File: config.mk
export PLATFORM = sky130hd
export DESIGN_NAME = mod_exp_ctrl
export DESIGN_NICKNAME = d
export VERILOG_FILES = /design/src/rtl/mod_exp_pkg.sv /design/src/rtl/mul_req_handshake.sv /design/src/rtl/mod_exp_ctrl.sv
export SDC_FILE = /design/constraint.sdc
export NUM_CORES = 1
export LEC_CHECK = 0
export BUFFER_PORTS_ARGS = -buffer_cell sky130_fd_sc_hd__buf_4
export CELL_PAD_IN_SITES_DETAIL_PLACEMENT = 1
export CELL_PAD_IN_SITES_GLOBAL_PLACEMENT = 1
export CORE_MARGIN = 3
export CORE_UTILIZATION = 30
export DETAILED_ROUTE_END_ITERATION = 12
export GPL_ROUTABILITY_DRIVEN = 0
export HOLD_SLACK_MARGIN = 0.15
export PLACE_DENSITY_LB_ADDON = 0.1
export SYNTH_ARGS = -nofsm -noshare
export SYNTH_HDL_FRONTEND = slang
export SYNTH_SLANG_ARGS = --single-unit
export TNS_END_PERCENT = 1
File: constraint.sdc
create_clock -name clk -period 4.7 [get_ports clk]
set_input_delay 0.705 -clock clk [delete_from_list [all_inputs] [get_ports clk]]
set_output_delay 0.705 -clock clk [all_outputs]
set_load 0.05 [all_outputs]
File: src/rtl/mod_exp_pkg.sv
// Shared types for the square-and-multiply controller: scan states, handshake phases, op kind.
// The LOAD/DONE scan states plus the ARM/WAIT/REL handshake phases form the full controller state.
package mod_exp_pkg;

   localparam int DEF_WIDTH = 32;

   typedef enum logic [1:0] {SC_IDLE, SC_LOAD, SC_MUL, SC_DONE} scan_t;

   typedef enum logic [1:0] {HS_IDLE, HS_ARM, HS_WAIT, HS_REL} hs_t;

   typedef enum logic {OP_SQUARE, OP_MULT} op_t;

endpackage

File: src/rtl/mul_req_handshake.sv
// Drives one multiplier request at a time: ARM drops stale done, WAIT captures, REL releases for 1 cycle.
// Latency follows the multiplier; issue is honoured only in IDLE or REL, so the caller waits for rel.
module mul_req_handshake
   import mod_exp_pkg::*;
#(
   parameter int WIDTH = DEF_WIDTH
) (
   input  logic             clk,
   input  logic             reset_n,
   input  logic             issue,
   input  logic [WIDTH-1:0] a,
   input  logic [WIDTH-1:0] b,
   input  logic [WIDTH-1:0] n,
   output logic             capture,
   output logic             rel,
   output logic             mul_start,
   output logic [WIDTH-1:0] mul_a,
   output logic [WIDTH-1:0] mul_b,
   output logic [WIDTH-1:0] mul_n,
   input  logic             mul_done
);

   hs_t state, next;

   always_ff @(posedge clk or negedge reset_n) begin
      if (!reset_n) state <= HS_IDLE;
      else          state <= next;
   end

   always_comb begin
      next    = state;
      capture = 1'b0;
      rel     = 1'b0;
      case (state)
         HS_IDLE: if (issue) next = HS_ARM;
         // a done still high from the previous request must fall before we trust it
         HS_ARM:  if (!mul_done) next = HS_WAIT;
         HS_WAIT: if (mul_done) begin
            capture = 1'b1;
            next    = HS_REL;
         end
         HS_REL: begin
            rel  = 1'b1;
            next = issue ? HS_ARM : HS_IDLE;
         end
         default: next = HS_IDLE;
      endcase
   end

   always_ff @(posedge clk or negedge reset_n) begin
      if (!reset_n) begin
         mul_start <= 1'b0;
         mul_a     <= '0;
         mul_b     <= '0;
         mul_n     <= '0;
      end else begin
         mul_start <= (next == HS_ARM) || (next == HS_WAIT);
         if (issue && (state == HS_IDLE || state == HS_REL)) begin
            mul_a <= a;
            mul_b <= b;
            mul_n <= n;
         end
      end
   end

endmodule

File: src/rtl/mod_exp_ctrl.sv
// MSB-first square-and-multiply M^E mod N over an external multiplier; done pulses after all WIDTH bits.
// Build with MOD_EXP_BALANCED_EN to multiply after every square (zero bits land in a dummy register).
module mod_exp_ctrl
   import mod_exp_pkg::*;
#(
   parameter int WIDTH = DEF_WIDTH
) (
   input  logic             clk,
   input  logic             reset_n,
   input  logic             go,
   input  logic [WIDTH-1:0] M,
   input  logic [WIDTH-1:0] E,
   input  logic [WIDTH-1:0] N,
   output logic [WIDTH-1:0] result,
   output logic             busy,
   output logic             done,
   output logic             mul_start,
   output logic [WIDTH-1:0] mul_a,
   output logic [WIDTH-1:0] mul_b,
   output logic [WIDTH-1:0] mul_n,
   input  logic [WIDTH-1:0] mul_z,
   input  logic             mul_done
);

   localparam int IW = $clog2(WIDTH);
   localparam logic [WIDTH-1:0] ONE = WIDTH'(1);
   localparam logic [WIDTH-1:0] TWO = WIDTH'(2);
`ifdef MOD_EXP_BALANCED_EN
   localparam logic BALANCED = 1'b1;
`else
   localparam logic BALANCED = 1'b0;
`endif

   scan_t            state, next;
   logic [IW-1:0]    idx;
   logic [WIDTH-1:0] m_q, e_q, n_q;
   // [1] is R, [0] is the dummy sink; every product lands somewhere with the same write path
   logic [WIDTH-1:0] acc_q [2];
   op_t              op_q;

   logic             issue, capture, rel, accept, step, e_bit, wsel;
   logic [WIDTH-1:0] iss_a, iss_b, r;
   op_t              iss_op;

   assign r     = acc_q[1];
   assign e_bit = e_q[idx];
   assign wsel  = (op_q == OP_SQUARE) || e_bit;

   always_ff @(posedge clk or negedge reset_n) begin
      if (!reset_n) state <= SC_IDLE;
      else          state <= next;
   end

   always_comb begin
      next   = state;
      issue  = 1'b0;
      iss_a  = '0;
      iss_b  = '0;
      iss_op = OP_SQUARE;
      accept = 1'b0;
      step   = 1'b0;
      case (state)
         SC_IDLE: if (go) begin
            accept = 1'b1;
            next   = SC_LOAD;
         end
         SC_LOAD: begin
            if (n_q < TWO) begin
               next = SC_DONE;
            end else begin
               issue = 1'b1;
               iss_a = ONE;
               iss_b = ONE;
               next  = SC_MUL;
            end
         end
         SC_MUL: if (rel) begin
            if (op_q == OP_SQUARE && (e_bit || BALANCED)) begin
               issue  = 1'b1;
               iss_a  = r;
               iss_b  = m_q;
               iss_op = OP_MULT;
            end else if (idx == '0) begin
               next = SC_DONE;
            end else begin
               step  = 1'b1;
               issue = 1'b1;
               iss_a = r;
               iss_b = r;
            end
         end
         SC_DONE: next = SC_IDLE;
         default: next = SC_IDLE;
      endcase
   end

   always_ff @(posedge clk or negedge reset_n) begin
      if (!reset_n) begin
         idx      <= '0;
         m_q      <= '0;
         e_q      <= '0;
         n_q      <= '0;
         acc_q[0] <= '0;
         acc_q[1] <= '0;
         op_q     <= OP_SQUARE;
         result   <= '0;
         busy     <= 1'b0;
         done     <= 1'b0;
      end else begin
         if (accept) begin
            m_q <= M;
            e_q <= E;
            n_q <= N;
            idx <= IW'(WIDTH - 1);
         end
         if (step)  idx  <= idx - IW'(1);
         if (issue) op_q <= iss_op;
         if (state == SC_LOAD) acc_q[1] <= (n_q < TWO) ? '0 : ONE;
         if (capture) acc_q[wsel] <= mul_z;
         busy <= (next != SC_IDLE);
         done <= (next == SC_DONE);
         if (next == SC_DONE) result <= (state == SC_LOAD) ? '0 : r;
      end
   end

   mul_req_handshake #(.WIDTH(WIDTH)) u_hs (
      .clk       (clk),
      .reset_n   (reset_n),
      .issue     (issue),
      .a         (iss_a),
      .b         (iss_b),
      .n         (n_q),
      .capture   (capture),
      .rel       (rel),
      .mul_start (mul_start),
      .mul_a     (mul_a),
      .mul_b     (mul_b),
      .mul_n     (mul_n),
      .mul_done  (mul_done)
   );

endmodule

==> run summary, run 1 <==
Total clock sinks: 269. Data arrival at the endpoint of the critical path: 3680 ps. Clock-pin slew was measured on the worst setup and hold paths at 60 ps.

The final layout contains routed wiring with a total length of 32.7 mm. Utilization after layout: 40.1%. By area the synthesized netlist is led by dfrtp_1 (59%), mux2_2 (19%), mux2_4 (3.8%), a22o_1 (2.6%), a2bb2oi_1 (2.3%). The number of violations reported at the end of detailed-routing iteration 0 was 178; the depth of the most critical reg-to-reg path was 7.

STA classifies the critical path endpoint as a flop. The height of the die was 202 um. The count of buffers added on input and output ports is 262.

Walking the worst path, the cells encountered are mux2_2 > mux4_2 > o221a_4 > nand4_2 > a21o_4 > buf_4 > mux2_2. Data on the critical path is required at its endpoint by 5080 ps. The logs give 500 ps for the clock latency on the worst-skew pair and 263 for the boundary pin count. The critical setup path kind is flop to flop.

The count of nets left with antenna violations once routing finished came out at 0. The CTS root buffer was clkbuf_16. Power density normalized to cell area: 743 nW/um^2. Kind of path behind the tightest hold check: input pin to asynchronous set/reset pin.

The critical register-to-register path startpoint was idx[0]$_DFFE_PN0P_. The first detailed-routing pass took 4 iterations. Largest incremental delay on the critical path: 770 ps. VDD sags by at most 0.000260 V.

The tools report the count of hold-fix buffers inserted at cts as 0. The post-route clock period utilization is 70.3%, and the via count of the first global-routing pass is 8079. The number of buffers inserted by post-CTS setup repair was 0; the wire length per cell after detailed routing was 20.5 um.

The number of flops mapped to enable cells by yosys is 0, and the initial antenna violation count is 1. The number of cells upsized or downsized after cts was 0. For this design, the slowest cell found on the critical path is dfrtp_1. The cell count after synthesis came out at 800. For this configuration, the core starts out at a cell density of 30.5%.

The run gives 0 as the count of final hold-check violations. The measured slew at the worst slew-check pin works out to 1010 ps. The synthesis-to-layout area growth was 31.4%. STA classifies the critical path startpoint as a flop. The area of the placeable core came out at 37700 um^2.

After the flow finishes, the layout carries non-filler instances totaling 1594. Of all nets on the critical path, the largest fanout is 22. The logs give 0 for the number of pins exceeding their max-slew limit in the final report and 1205 for the post-layout net count.

The share of layout cells above drive strength 1 was 52.4%. Across all register-to-register paths, the minimum setup slack is 1390 ps. The worst max-slew margin expressed relative to the limit is 32.6%.

Among all flip-flop cells after synthesis, the most frequent one is dfrtp_1. The number of max-cap violations is 0, and the area share of the leading cell type in the synthesized netlist is 58.6%. The worst path needs 3310 ps of the cycle, external delays included. TritonCTS built the clock tree. The floorplan has 71 rows. The most numerous cell type found on the critical path is mux2_2. The number of diodes added for antenna fixing is 0, and the aggregate global-route resource usage is 15.9%. Overall die width: 202 um. Dividing the detail-routed via count by the number of cells gives 4.68. The tools report the count of final setup violators as 0. Entering global routing, the biggest net connects 109 pins.

In the routed design, unresolved DRC markers number 0. After synthesis, the netlist uses 48 different library cells. Count of synthesis-stage warnings from yosys: 0.

For this run, the top clock speed supported by timing is 0.303 GHz. The placed cell count is 1538, and the sequential fraction of the synthesis area is 58.6%. The first global-routing pass estimated 50.7 mm of wire. Leakage power of the design: 0.00721 uW.

Summed over all instances, the cell type with the most area after synthesis is dfrtp_1. Counting flops and latches in the post-synthesis netlist gives 269. The endpoint identified for the worst register-to-register timing path is u_hs.mul_b[1]$_DFFE_PN0P_. The tools report the deepest clock path buffer count as 3.

Clock tree synthesis inserted a total of 34 buffers. The synthesized netlist net count is 942. The run finished with clean final reports. Grouping stages by cell kind, the critical path spends the most delay in multiplexers. The largest clock skew in the final design is 16.5 ps. The tools report the total die area as 40700 um^2. The post-synthesis instance area was 11500 um^2; the average size of a mapped cell was 14.4 um^2. The final route contains 7463 vias. The fraction of synthesis flops using an asynchronous set or reset pin came out at 100%. After routing, the total negative slack on setup checks comes to 0 ps. The HPWL after detailed placement is 22.7 mm. The depth of the CTS H-tree was 2; the global-route congestion overflow total was 0. Setup repair after global routing left no endpoint under its margin.

Buffering stage count on the worst path with inverters included: 1.
-- report_power, final --
group | internal [uW] | total, uW | switching, uW
Clock | 1560 | 2550 | 984
Combinational | 2100 | 4790 | 2690
Sequential | 3260 | 3890 | 627
-- Yosys cell counts, drive strengths merged, types with 2 or more instances --
| cell | count |
|---|---|
| mux4 | 5 |
| ha | 10 |
| o21a | 2 |
| a21oi | 10 |
| a2bb2oi | 30 |
| dfrtp | 269 |
| nor2b | 33 |
| a21o | 2 |
| inv | 16 |
| a211oi | 4 |
| o21ai | 7 |
| mux2i | 5 |
| a22o | 34 |
| nand2 | 37 |
| and3 | 3 |
| mux2 | 233 |
| buf | 27 |
| xnor2 | 2 |
| clkbuf | 24 |
| nor3 | 7 |
| o221a | 2 |
| nor2 | 12 |
| nor4 | 9 |
| o22ai | 2 |
-- sequential cells by signal (all words and copies together), names as in the netlist --
signal	flops
state	2
u_hs.mul_a	32
r	32
m_q	32
u_hs.state	2
busy	1
idx	5
result	32
e_q	32
op_q	1
u_hs.mul_n	32
n_q	32
u_hs.mul_b	32
u_hs.mul_start	1
done	1
-- final cells by class --
class	count	area [um^2]
multi-input combinational	464	4450
clock buffer	50	1060
inverter	16	60.1
fill	3980	22600
tap	511	639
sequential	269	6730
timing repair buffer	278	2110
clock inverter	6	40.0
-- cell families after synthesis --
kind of cell	synth area share, %
flip-flops	58.6
AND/OR/NAND/NOR	4.82
buffers and inverters	2.97
multiplexers	25.2
adder cells (fa/ha/maj)	1.09
XOR/XNOR	0.152
AO/OA/AOI/OAI	7.19
-- cell usage in the layout, fill, tap and decap left out, types with 2 or more instances in the layout --
cell / netlist / layout
a22o_1: 34 / 34
clkbuf_8: 0 / 9
clkinv_2: 0 / 4
o22ai_1: 2 / 2
a21oi_1: 10 / 10
clkbuf_1: 24 / 4
mux2_2: 193 / 193
mux2i_1: 5 / 5
buf_4: 7 / 276
mux2_4: 29 / 29
o21ai_0: 5 / 5
xnor2_1: 2 / 2
a2bb2oi_1: 30 / 30
nor2b_1: 33 / 33
o21a_1: 2 / 2
mux4_2: 5 / 5
ha_1: 10 / 9
nor3_1: 7 / 7
a211oi_1: 3 / 2
nor2_1: 12 / 11
mux2_1: 11 / 11
dfrtp_1: 269 / 269
nor4_1: 9 / 9
nand2_1: 37 / 37
clkbuf_16: 0 / 37
and3_1: 3 / 2
inv_1: 16 / 16
-- per-layer routing --
layer | part of all wire, % | vias to the layer above | track usage [%]
met5 | 0.040 | - | 0
met4 | 2.1 | 2 | 4.21
met3 | 4.2 | 46 | 3.09
met2 | 45 | 165 | 24.7
met1 | 48 | 3837 | 22.9
li1 | - | 3413 | -
-- worst max-delay path by stage --
stage | startpoint | endpoint | slack, ps | cells past startpoint
after global routing | idx[0]$_DFFE_PN0P_ | u_hs.mul_b[9]$_DFFE_PN0P_ | 1180 | 7
after floorplan | idx[0]$_DFFE_PN0P_ | u_hs.mul_n[24]$_DFFE_PN0P_ | 1990 | 11
after global placement | idx[0]$_DFFE_PN0P_ | u_hs.mul_b[8]$_DFFE_PN0P_ | 1370 | 7
final | idx[0]$_DFFE_PN0P_ | u_hs.mul_b[1]$_DFFE_PN0P_ | 1390 | 7
after detailed placement | idx[0]$_DFFE_PN0P_ | u_hs.mul_b[6]$_DFFE_PN0P_ | 1310 | 7
after CTS | idx[0]$_DFFE_PN0P_ | u_hs.mul_b[1]$_DFFE_PN0P_ | 1300 | 7
-- through the flow --
step	worst slack, ps	hold WS [ps]	cell area [um^2]	total power, uW
global placement	1370	480	14000	8740
CTS	1300	287	15100	11500
finish	1390	255	15100	11200
floorplan	1990	409	11500	7310
global route	1180	313	15100	11900
detailed placement	1310	484	14000	8820
(Power assumes the default switching activity.)
==> run 2: changes to the inputs <==
- clock period: 4.7 -> 3 ns (I/O delays scaled with it)
==> run 2 against run 1 <==
Effect of this change:
- core utilization increased by 1.3 points
- total power rose by 64%
- clock skew grew 2.5 ps
- sequential power up 56%
- clock-buffer cell count increased by 2
- design area grew 3.2%
- non-clock buffer count is 18 higher
- via count up 1.7%
- setup slack worse by 1300 ps
- critical path type unchanged
- register-to-register slack got worse by 1300 ps
==> run summary, run 2 (same netlist as run 1, synthesis figures left out) <==
The run gives 7588 (+1.7%) as the total vias in the final route. The largest clock skew in the final design was 19.0 ps (+2.47 ps). Leaving out fill and tap cells, the most frequent cell in the layout is buf_4.

In this run the worst setup path terminates at result[24]$_DFFE_PN0P_. The post-route clock period utilization is 96.0% (+26 points), and the sequential standard cell area is 6730 um^2 (unchanged). The least setup slack across all paths after layout is 119 ps (-1280 ps).

The tree is rooted in a clkbuf_16. The worst register-to-register path begins at idx[0]$_DFFE_PN0P_. Endpoint of the most critical register-to-register path: result[24]$_DFFE_PN0P_. The number of pins exceeding their max-slew limit in the final report was 0 (unchanged). The met2 wirelength from detailed routing was 15.6 mm (+5.3%). From synthesis to final layout, the design area changed by 35.6%.

The logs give 0 (unchanged) for the number of max-cap violations and 23.4 mm (+3.1%) for the final HPWL from detailed placement. The worst max-slew margin expressed relative to the limit is 28.0% (-4.6 points). TritonCTS built the clock tree. Achievable frequency: 0.347 GHz (+15%).

Leaving out fill and tap cells, the most frequent cells in the layout are buf_4 (276), dfrtp_1 (269), mux2_2 (193). The tools report the total clock sinks as 269 (unchanged). The highest layer touched by signal routing is met4. The count of final hold-check violations was 0 (unchanged); the power density normalized to cell area was 1180 nW/um^2 (+59%). The run gives 79.1 ps (-1230 ps) as the pre-CTS setup slack. The setup slack of the most critical reg-to-reg path was 120 ps (-1280 ps). The tools report the wire length on met3 as 1.76 mm (+27%). The logs give 15.6 mm (-1.3%) for the met1 wire length and 1 (unchanged) for the initial antenna violation count. For the maximum number of pins on one net before global-route repair, the log shows 76 (-30%). The run gives 71 (unchanged) as the row count. The logs give 0 (unchanged) for the global-route congestion overflow total and 40700 um^2 (unchanged) for the total die area.

The initial cell density of the core was 30.5% (unchanged); the worst hold slack was 175 ps (-80.0 ps). The via density per instance is 4.69 (+0.17%). Area of the placeable core: 37700 um^2 (unchanged). The flow ran to the end, and the final reports show no timing, DRC or antenna violations.

The tools report the worst supply voltage drop on vdd as 0.000423 V (+62%). The number of violations reported at the end of detailed-routing iteration 0 came out at 265 (+49%). The count of buffers inserted at the top-level ports works out to 262 (unchanged). Measured slew at the worst slew-check pin: 1050 ps (+42.4 ps). The maximum net fanout on the critical path is 17 (-23%), and the total wirelength of the detailed-routed design is 33.4 mm (+2.3%). The clock-pin slew reported for the worst setup and hold paths after clock tree synthesis was 60 ps (about the same); the final antenna-violating net count was 0 (unchanged). The tools report the clock latency on the worst-skew pair as 510 ps (about the same). The number of optimization iterations in the first detailed-route pass was 4 (unchanged); the final critical-path required period was 2880 ps (-424 ps). The number of DRC violations after detailed routing came out at 0 (unchanged). STA classifies the critical path endpoint as a flop. The utilization after layout was 41.4% (+1.3 points); the leakage power of the design was 0.00743 uW (+3.1%).

The boundary pin count was 263 (unchanged). The worst hold path depth is 2. The share of layout cells above drive strength 1 was 53.3% (+0.90 points). For the number of standard cells in the layout, taps in and fillers out, the log shows 1618 (+1.5%). The run gives 3370 ps (-1710 ps) as the data required time of the critical path. The depth of the CTS H-tree is 2 (unchanged). The count of final setup violators is 0 (unchanged), and the deepest clock path buffer count is 3 (unchanged). Setup repair after global routing could not meet its margin everywhere. The overall die width is 202 um (unchanged), and the depth of the most critical reg-to-reg path is 8 (+1). The total area of multi-input combinational cells was 4460 um^2 (+0.14%).

The tools report the launching instance or port of the critical path as idx[0]$_DFFE_PN0P_. The CTS buffer count is 34 (unchanged). The worst setup path is launched from a flop. Data arrival at the endpoint of the critical path: 3260 ps (-420 ps).

The placed cell count came out at 1552 (+0.91%). Post-layout net count: 1223 (+1.5%). The height of the die was 202 um (unchanged).

The kind of path behind the tightest hold check is input pin to flop. The global-route wire length before repair is 52.0 mm (+2.7%). The number of fill cells was 3957 (-0.58%). Via count of the first global-routing pass: 8305 (+2.8%). The critical path is of the flop to flop type. The wire length per cell after detailed routing is 20.7 um (+0.79%). The tools report the post-route total power as 18400 uW (+64%). The aggregate global-route resource usage came out at 16.3% (+0.36 points).
-- run 2: how the worst min path moves through the flow --
| stage | start | to | slack (ps) |
|---|---|---|---|
| after global placement | u_hs.mul_n[30]$_DFFE_PN0P_ | u_hs.mul_n[30]$_DFFE_PN0P_ | 480 |
| after detailed placement | reset_n | u_hs.mul_n[4]$_DFFE_PN0P_ | 490 |
| after floorplan | reset_n | busy$_DFF_PN0_ | 150 |
| final | mul_z[16] | r[16]$_DFF_PN0_ | 180 |
| after CTS | mul_z[16] | r[16]$_DFF_PN0_ | 150 |
| after global routing | mul_z[16] | r[16]$_DFF_PN0_ | 150 |
-- run 2: metal layers --
| layer | global-route usage, % | vias to the layer above |
|---|---|---|
| met5 | 0 | - |
| met4 | 3.39 | 0 |
| met3 | 3.51 | 43 |
| met2 | 25.6 | 172 |
| met1 | 23.2 | 3917 |
| li1 | - | 3456 |
-- run 2: timing repair --
item	in CTS	in global routing
setup buffers	0	1
hold buffers	3	0
resized for setup	0	1
endpoints found under the hold margin	72	0
setup endpoints to repair	0	27
-- run 2: area by class of cell --
type	instances	area share, %
Tap cell	511	4.10
Multi-Input combinational cell	464	28.6
Clock inverter	9	0.971
Antenna cell	1	0.0161
Inverter	16	0.385
Sequential cell	269	43.2
Timing Repair Buffer	296	15.6
Clock buffer	52	7.07
-- run 2: where the power goes --
part           switching (uW)  total [uW]  internal (uW)
combinational            4340        7870           3530
sequential                967        6070           5110
clock                    1570        4440           2880
total                    6870       18400          11500
-- run 2: worst max-delay path, cell delays in order, from the launching register on --
cell      delay [ps]
dfrtp_1          390
buf_4            190
mux2_2           350
mux4_2           510
o221a_4          330
a211oi_2         370
o21ai_4          120
buf_12           180
mux2_4           310
-- run 2: stage by stage --
| stage | setup TNS (ps) | area [um^2] |
|---|---|---|
| after detailed placement | 0 | 14300 |
| after floorplan | 0 | 11500 |
| after global placement | 0 | 14300 |
| final | 0 | 15600 |
| after CTS | 0 | 15600 |
| after global routing | -4.88 | 15600 |
